--- config.mk ---
export PLATFORM = sky130hd
export DESIGN_NAME = pr_bridge_multi
export DESIGN_NICKNAME = d
export VERILOG_FILES = /design/src/rtl/bridge_pkg.sv /design/src/rtl/irq_sync.sv /design/src/rtl/pr_bridge_multi.sv
export SDC_FILE = /design/constraint.sdc
export NUM_CORES = 1
export LEC_CHECK = 0
export CAP_MARGIN = 10
export CORE_AREA = 2 2 85 87
export CTS_BUF_LIST = sky130_fd_sc_hd__clkbuf_4
export DETAILED_ROUTE_END_ITERATION = 10
export DIE_AREA = 0 0 87 89
export DONT_BUFFER_PORTS = 1
export GPL_ROUTABILITY_DRIVEN = 0
export SYNTH_ARGS = -nofsm -noshare
export SYNTH_HDL_FRONTEND = slang
export SYNTH_SLANG_ARGS = --single-unit
export TNS_END_PERCENT = 5
--- constraint.sdc ---
create_clock -name clk -period 2.45 [get_ports clk]
set_input_delay 0.49 -clock clk [delete_from_list [all_inputs] [get_ports clk]]
set_output_delay 0.49 -clock clk [all_outputs]
set_load 0.01 [all_outputs]
--- src/rtl/bridge_pkg.sv ---
// Shared constants and helpers for the pr_bridge_multi peripheral bridge.
package bridge_pkg;

  localparam logic [31:0] DEF_BASE0    = 32'h0000_7F00;
  localparam logic [31:0] DEF_DEV_SPAN = 32'h0000_0010;
  localparam int          HWINT_W      = 6;
  localparam int          MAX_DEV      = 5;

  typedef enum logic [2:0] {
    ACC_IDLE,
    ACC_WRITE,
    ACC_READ,
    ACC_UNMAPPED_WR,
    ACC_UNMAPPED_RD,
    ACC_CONFLICT
  } acc_e;

  // Word-offset width inside one window; a 4-byte window still gets a 1-bit port.
  function automatic int off_width(input logic [31:0] span);
    return ($clog2(span) > 2) ? $clog2(span) - 2 : 1;
  endfunction

endpackage

--- src/rtl/irq_sync.sv ---
// Two-flop synchroniser for the external interrupt; with BRIDGE_IRQ_LATCH_EN
// defined, a rising edge is held in a sticky pending flag until cleared.
module irq_sync (
  input  logic clk,
  input  logic reset,
  input  logic async_in,
  input  logic clr,
  output logic irq_out
);

  logic r_meta;
  logic r_sync;

  // NOTE: non-blocking assignments make both flops sample the pre-edge values,
  // giving a true two-stage chain instead of a single collapsed flop.
  always_ff @(posedge clk or posedge reset) begin
    if (reset) begin
      r_meta <= 1'b0;
      r_sync <= 1'b0;
    end else begin
      r_meta <= async_in;
      r_sync <= r_meta;
    end
  end

`ifdef BRIDGE_IRQ_LATCH_EN
  logic r_sync_q;
  logic r_pending;
  logic w_rise;

  assign w_rise = r_sync & ~r_sync_q;

  // A rise in the same cycle as a clear keeps the flag set.
  always_ff @(posedge clk or posedge reset) begin
    if (reset) begin
      r_sync_q  <= 1'b0;
      r_pending <= 1'b0;
    end else begin
      r_sync_q  <= r_sync;
      r_pending <= w_rise | (r_pending & ~clr);
    end
  end

  assign irq_out = r_pending | w_rise;
`else
  logic w_unused_clr;
  assign w_unused_clr = clr;
  assign irq_out      = r_sync;
`endif

endmodule

--- src/rtl/pr_bridge_multi.sv ---
// CPU peripheral-port bridge: window decode, strobes, registered read return,
// HWint collection. Optional sticky ext-int latch via BRIDGE_IRQ_LATCH_EN.
module pr_bridge_multi
  import bridge_pkg::*;
#(
  parameter int          N_DEV    = 2,
  parameter logic [31:0] BASE0    = DEF_BASE0,
  parameter logic [31:0] DEV_SPAN = DEF_DEV_SPAN,
  parameter int          HWINT_W  = bridge_pkg::HWINT_W
) (
  input  logic                          clk,
  input  logic                          reset,
  input  logic [31:0]                   pr_a,
  input  logic                          pr_we,
  input  logic                          pr_re,
  input  logic [31:0]                   pr_wd,
  input  logic [3:0]                    pr_be,
  output logic [31:0]                   pr_rd,
  output logic                          pr_rvalid,
  output logic                          pr_err,
  output logic [off_width(DEV_SPAN)-1:0] dev_off,
  output logic [31:0]                   dev_wd,
  output logic [3:0]                    dev_be,
  output logic [N_DEV-1:0]              dev_we,
  input  logic [32*N_DEV-1:0]           dev_rd,
  input  logic [N_DEV-1:0]              dev_irq,
  input  logic                          ext_int,
  output logic [HWINT_W-1:0]            HWint
);

  localparam int LOG_SPAN = $clog2(DEV_SPAN);

  if (N_DEV < 1 || N_DEV > MAX_DEV || HWINT_W <= N_DEV) begin : g_bad_cfg
    $error("pr_bridge_multi: N_DEV must be 1..MAX_DEV and below HWINT_W");
  end

  logic [31:0]        w_addr;
  logic               w_unused_a;
  logic [N_DEV-1:0]   w_sel;
  logic [31:0]        w_rd_mux;
  logic [31:0]        w_rd_data;
  logic               w_hit;
  logic               w_wr;
  logic               w_rd;
  logic               w_conflict;
  logic               w_clr_wr;
  logic               w_irq;
  acc_e               w_acc;
  logic [HWINT_W-1:0] w_hwint_d;

  logic [31:0]        r_rd;
  logic               r_rvalid;
  logic               r_err;
  logic [HWINT_W-1:0] r_hwint;

  assign w_addr     = {pr_a[31:2], 2'b00};
  assign w_unused_a = ^pr_a[1:0];

  // NOTE: every always_comb output gets a default first so no path leaves a
  // variable unassigned, which would otherwise infer a latch.
  always_comb begin
    w_sel    = '0;
    w_rd_mux = '0;
    for (int i = 0; i < N_DEV; i++) begin
      if ((w_addr >= BASE0 + 32'(i) * DEV_SPAN) &&
          (w_addr - (BASE0 + 32'(i) * DEV_SPAN) < DEV_SPAN)) begin
        w_sel[i] = 1'b1;
      end
      if (w_sel[i]) begin
        w_rd_mux = w_rd_mux | dev_rd[32*i +: 32];
      end
    end
  end

  assign w_wr       = pr_we & ~pr_re;
  assign w_rd       = pr_re & ~pr_we;
  assign w_conflict = pr_we & pr_re;

`ifdef BRIDGE_IRQ_LATCH_EN
  localparam logic [31:0] CLR_ADDR = BASE0 + 32'(N_DEV) * DEV_SPAN;
  logic w_clr_hit;

  // The clear register sits one word past the last device window and counts as mapped.
  assign w_clr_hit = (w_addr == CLR_ADDR);
  assign w_hit     = (|w_sel) | w_clr_hit;
  assign w_clr_wr  = w_wr & w_clr_hit & pr_wd[0] & pr_be[0];
  assign w_rd_data = w_clr_hit ? {31'b0, w_irq} : w_rd_mux;
`else
  assign w_hit     = |w_sel;
  assign w_clr_wr  = 1'b0;
  assign w_rd_data = w_rd_mux;
`endif

  assign dev_we = w_sel & {N_DEV{w_wr}};
  assign dev_wd = pr_wd;
  assign dev_be = pr_be;

  if (LOG_SPAN > 2) begin : g_off
    assign dev_off = w_addr[LOG_SPAN-1:2];
  end else begin : g_off_none
    assign dev_off = '0;
  end

  always_comb begin
    w_acc = ACC_IDLE;
    if (w_conflict) begin
      w_acc = ACC_CONFLICT;
    end else if (w_wr) begin
      w_acc = w_hit ? ACC_WRITE : ACC_UNMAPPED_WR;
    end else if (w_rd) begin
      w_acc = w_hit ? ACC_READ : ACC_UNMAPPED_RD;
    end
  end

  irq_sync u_irq_sync (
    .clk      (clk),
    .reset    (reset),
    .async_in (ext_int),
    .clr      (w_clr_wr),
    .irq_out  (w_irq)
  );

  always_comb begin
    w_hwint_d              = '0;
    w_hwint_d[N_DEV-1:0]   = dev_irq;
    w_hwint_d[N_DEV]       = w_irq;
  end

  // Unmapped reads still return zero with rvalid so the CPU never stalls.
  always_ff @(posedge clk or posedge reset) begin
    if (reset) begin
      r_rd     <= '0;
      r_rvalid <= 1'b0;
      r_err    <= 1'b0;
      r_hwint  <= '0;
    end else begin
      r_rvalid <= (w_acc == ACC_READ) || (w_acc == ACC_UNMAPPED_RD);
      r_err    <= (w_acc == ACC_UNMAPPED_WR) || (w_acc == ACC_UNMAPPED_RD) ||
                  (w_acc == ACC_CONFLICT);
      if (w_acc == ACC_READ) begin
        r_rd <= w_rd_data;
      end else if (w_acc == ACC_UNMAPPED_RD) begin
        r_rd <= '0;
      end
      r_hwint <= w_hwint_d;
    end
  end

  assign pr_rd     = r_rd;
  assign pr_rvalid = r_rvalid;
  assign pr_err    = r_err;
  assign HWint     = r_hwint;

endmodule

; ---- After elaboration in Yosys (flattened, before gate mapping)
; Index checks and enable logic that the tools add are counted.
[word_totals]
register_bits = 39
inputBits = 139
wordCells = 41
[op_classes]
addsub = 2
magnitude_cmp = 4
n_eq_ne = 4
muxes = 11
bitwise = 7
reduce_logical = 7
[op_table]
columns = op, count
row1 = 32-bit two-way mux, 4
row2 = 32-bit by 15-bit >= comparator with 1-bit output (second input constant), 2
row3 = 32-bit by 5-bit < comparator with 1-bit output (second input constant), 2
row4 = 32-bit by 15-bit subtractor with 32-bit output (second input constant), 2
row5 = 32-bit OR, 1
row6 = 3-bit two-way mux, 4
row7 = 3-bit by 2-bit equality test with 1-bit output (second input constant), 2
row8 = 3-bit equality test (second input constant), 2
row9 = 1-bit AND, 3
row10 = 1-bit logical OR, 3
row11 = 2-bit AND, 1
row12 = 1-bit logical AND, 2
row13 = 1-bit two-way mux, 2
row14 = 2-bit two-way mux, 1
row15 = 1-bit NOT, 2
row16 = 2-bit nonzero test, 1
row17 = 2-bit OR reduction, 1

; ---- Depth between registers and ports, before layout
[depth]
word_depth = 12
mapped_depth = 8

; ---- Modules after synthesis
; From an unflattened synthesis, not the netlist that was laid out.
[unflattened]
cells_unflattened = 306
hier_area_um2 = 2645.0
[by_module_without_submodules]
columns = module, n_inst, cells_per_inst, area_per_inst_um2, seq_area_each_um2
row1 = pr_bridge_multi, 1, 303, 2591.2, 925.9
row2 = irq_sync, 1, 3, 53.8, 50.0

; ---- Worst setup path before layout
; No wires, ideal clock.
[synth_timing]
path_kind = in2out
from = input port pr_a[4]
to = output port dev_we[1]
arrival_time_ps = 1930
t_required_ps = 1960
setup_slack_ps = 30
path_stages = 5
path_buffers = 0
cell_sequence = o41ai_4 nor3_2 o31ai_2 o2111ai_1 nor4_1
[synth_between]
elab_chain_cells = 5
word_cells_on_any_way = 6
classes_between = add/sub: 1 / order compare: 2 / mux: 1 / bitwise: 1 / reduce/logical: 1
[synth_lines]
columns = item, line_no
row1 = "start, declared", pr_bridge_multi.sv:13  ; input logic [31:0] pr_a,
row2 = 32-bit by 15-bit subtractor with 32-bit output, pr_bridge_multi.sv:66  ; (w_addr - (BASE0 + 32'(i) * DEV_SPAN) < DEV_SPAN)) begin
row3 = 32-bit by 5-bit < comparator with 1-bit output, pr_bridge_multi.sv:66
row4 = 1-bit logical AND *, pr_bridge_multi.sv:65  ; if ((w_addr >= BASE0 + 32'(i) * DEV_SPAN) &&
row5 = 1-bit two-way mux *, pr_bridge_multi.sv:65
row6 = 2-bit AND *, pr_bridge_multi.sv:94  ; assign dev_we = w_sel & {N_DEV{w_wr}};
row7 = "end, declared", pr_bridge_multi.sv:24  ; output logic [N_DEV-1:0] dev_we,
; Mark *: on every way between the ends. The rest lies on a longest branch, timed or not.

; ---- Worst setup path after layout
; Ends and elaborated chain as after synthesis.

==> flow_metrics.env <==
export IMPL_status="finished with violations"
export IMPL_violations="setup timing"
export IMPL_fin_tns_setup_ns=-0.0172
export IMPL_hpwl_mm=4.98
export IMPL_synth_distinct_cells=44
export IMPL_dp_cells=354
export IMPL_initial_core_util=0.393
export IMPL_h_tree_depth=2
export IMPL_grt_antenna_before_repair=0
export IMPL_die_w_um=87
export IMPL_clk_path_buf_depth=2
export IMPL_crit_fanout=5
export IMPL_ff2ff_setup_slack_ns=1.56
export IMPL_area_delta_synth_final_pct=2.27
export IMPL_nets=424
export IMPL_yosys_area_top_type_share=0.369
export IMPL_ys_top_cells_by_area="dfrtp_1 37%, buf_4 12%, a31o_1 11%"
export IMPL_wire_per_inst_um=18.2
export IMPL_slew_viol_final=0
export IMPL_irDropWorstVdd_mv=0.155
export IMPL_antenna_cells=0
export IMPL_critPathLaunchType="input pin"
export IMPL_synth_compound_gate_area_share=0.231
export IMPL_path_class="in2out"
export IMPL_reg2reg_from="pr_rd[18]"
export IMPL_yosys_area_top_type="dfrtp_1"
export IMPL_period_share=1.01
export IMPL_fp_dieH_um=89
export IMPL_cts_tree="done"
export IMPL_multiInputGateArea_um2=1300
export IMPL_syn_area_per_cell_um2=8.66
export IMPL_postSynthCellCount=305
export IMPL_grt_max_degree=52
export IMPL_synthAdderAreaFrac=0
export IMPL_ys_flop_type="dfrtp_1"
export IMPL_grt_pass1_vias=2184
export IMPL_drc=0
export IMPL_cp_end_kind="primary output"
export IMPL_max_cap_viol_count=0
export IMPL_synth_edf_count=0
export IMPL_ys_seq_area_frac=0.369
export IMPL_synth_top_family_by_area="compound AO/OA/AOI/OAI gates"
export IMPL_drt_total_wl_mm=6.66
export IMPL_final_cells=366
export IMPL_core_area_um2=6720
export IMPL_setup_ws_ns=-0.0172
export IMPL_layout_common_cells="69 x nand2_1, 39 x dfrtp_1, 33 x o21ai_0"
export IMPL_setup_violations_final=1
export IMPL_io_pins=219
export IMPL_rsz0062_at_grt="true"
export IMPL_final_core_util=0.402
export IMPL_crit_path_end="dev_we[1]"
export IMPL_die_area_um2=7740
export IMPL_synth_area_um2=2640
export IMPL_root_buffer="clkbuf_4"
export IMPL_cellLeakagePower_uw=0.00107
export IMPL_skew_ns=0.0144
export IMPL_grt_pass1_wl_mm=10.2
export IMPL_crit_start="pr_a[4]"
export IMPL_synthSimpleGateAreaFrac=0.230
export IMPL_final_common_cell="nand2_1"
export IMPL_overflow=0
export IMPL_cts_buffers=5
export IMPL_final_hold_viol_count=0
export IMPL_clk_latency_ns=0.35
export IMPL_n_fill_cell=690
export IMPL_clock_sinks=39
export IMPL_synth_area_mux_share=0.0118
export IMPL_relSlewSlack=0.650
export IMPL_hp_class="in2reg"
export IMPL_ys_ff_latch=39
export IMPL_required_ns=1.96
export IMPL_r2r_cells=3
export IMPL_r2r_end="pr_rd[18]"
export IMPL_vias_per_cell=6.00
export IMPL_first_pass_iters=5
export IMPL_cp_data_arrival_time_ns=1.98
export IMPL_drtIter0Drc=57
export IMPL_drive_gt1_frac=0.199
export IMPL_rows=30
export IMPL_clk_pin_slew_worst_paths_ns=0.14
export IMPL_fmax_ghz=0.405
export IMPL_tightest_slew_ns=0.521
export IMPL_worst_hold_slack_ns=0.146
export IMPL_synthArstFlopShare=1.00
export IMPL_synth_xor_area_share=0
export IMPL_layout_area_seq_um2=976
export IMPL_ant_nets=0
export IMPL_synth_warnings=0
export IMPL_period_minus_slack_ns=2.47
export IMPL_via_count=2195
export IMPL_io_buffers=0
export IMPL_powerDensity_nw_per_um2=413
export IMPL_grtUsageTotal=0.168
## where the power goes
| part | internal, µW | leakage, µW | switching, µW |
|---|---|---|---|
| Combinational | 48.0 | 0.000511 | 72.0 |
| Clock | 110 | 0.0000272 | 233 |
| Sequential | 649 | 0.000529 | 4.42 |
## worst min path at each step
stage | startpoint | to | slack, ns | depth (start not counted)
after floorplan | u_irq_sync.irq_out | HWint[2] | 0.33 | 0
after global placement | u_irq_sync.r_meta | u_irq_sync.irq_out | 0.33 | 0
after detailed placement | u_irq_sync.r_meta | u_irq_sync.irq_out | 0.34 | 0
after CTS | dev_irq[0] | HWint[0] | 0.12 | 0
after global routing | dev_irq[1] | HWint[1] | 0.1 | 0
final | dev_irq[0] | HWint[0] | 0.15 | 0
## metal layers
layer / wire length (µm) / up-vias / track usage
li1: - / 1005 / -
met1: 2430 / 1043 / 0.191
met2: 3350 / 131 / 0.291
met3: 770 / 16 / 0.0591
met4: 117 / 0 / 0.0625
met5: 0 / - / 0
## cells in the mapped netlist (2+ instances only)
cell type  instances
a31o_1            32
o211ai_1           2
dfrtp_1           39
mux2i_1            2
nor3_2             2
inv_1              5
nor3_1             6
nand3_1            3
o2111ai_1          2
clkbuf_1          14
nand2b_1           3
nand4_2            2
nor4_4             2
nand2_1           69
nand3b_1           3
o21ai_0           34
nor4_1             4
or4_1              3
buf_4             41
nand4_1            4
buf_6              3
nor2_1             8
## critical path, stage by stage
cell,delay [ns]
o41ai_4,0.31
buf_4,0.19
nor3_4,0.07
a311oi_2,0.30
o21ai_2,0.13
nor4_2,0.31
buf_4,0.17
## metrics by stage
stage	area [µm²]	worst slack (ns)	power [µW]
global route	2700	-0.0577	1180
detailed placement	2570	-0.107	779
finish	2700	-0.0172	1120
floorplan	2650	0.0297	810
global placement	2570	-0.123	778
CTS	2680	-0.0454	1140
## cell type report
type / instances / share of cell area
Timing Repair Buffer: 29 / 0.0908
Clock inverter: 3 / 0.00741
Clock buffer: 5 / 0.0139
Inverter: 5 / 0.00695
Tap cell: 80 / 0.0371
Multi-Input combinational cell: 205 / 0.483
Sequential cell: 39 / 0.361
## flip-flops by register name (all words and copies together) (netlist names)
signal	flops
HWint	3
u_irq_sync.r_meta	1
pr_rd	32
pr_rvalid	1
pr_err	1
u_irq_sync.irq_out	1
## what timing repair did
item	4_1_cts	5_1_grt
pin swaps	6	5
gates resized for setup	5	4
endpoints found under the hold margin	8	0
setup endpoints to repair	1	2
buffers inserted	2	1
hold buffers	1	0
## kinds of logic after synthesis
family / Yosys count
compound gates: 81
buf+inv: 63
mux: 3
simple gates: 118
other cells: 1
flops: 39
No activity file was read; power rests on OpenSTA's default activity.
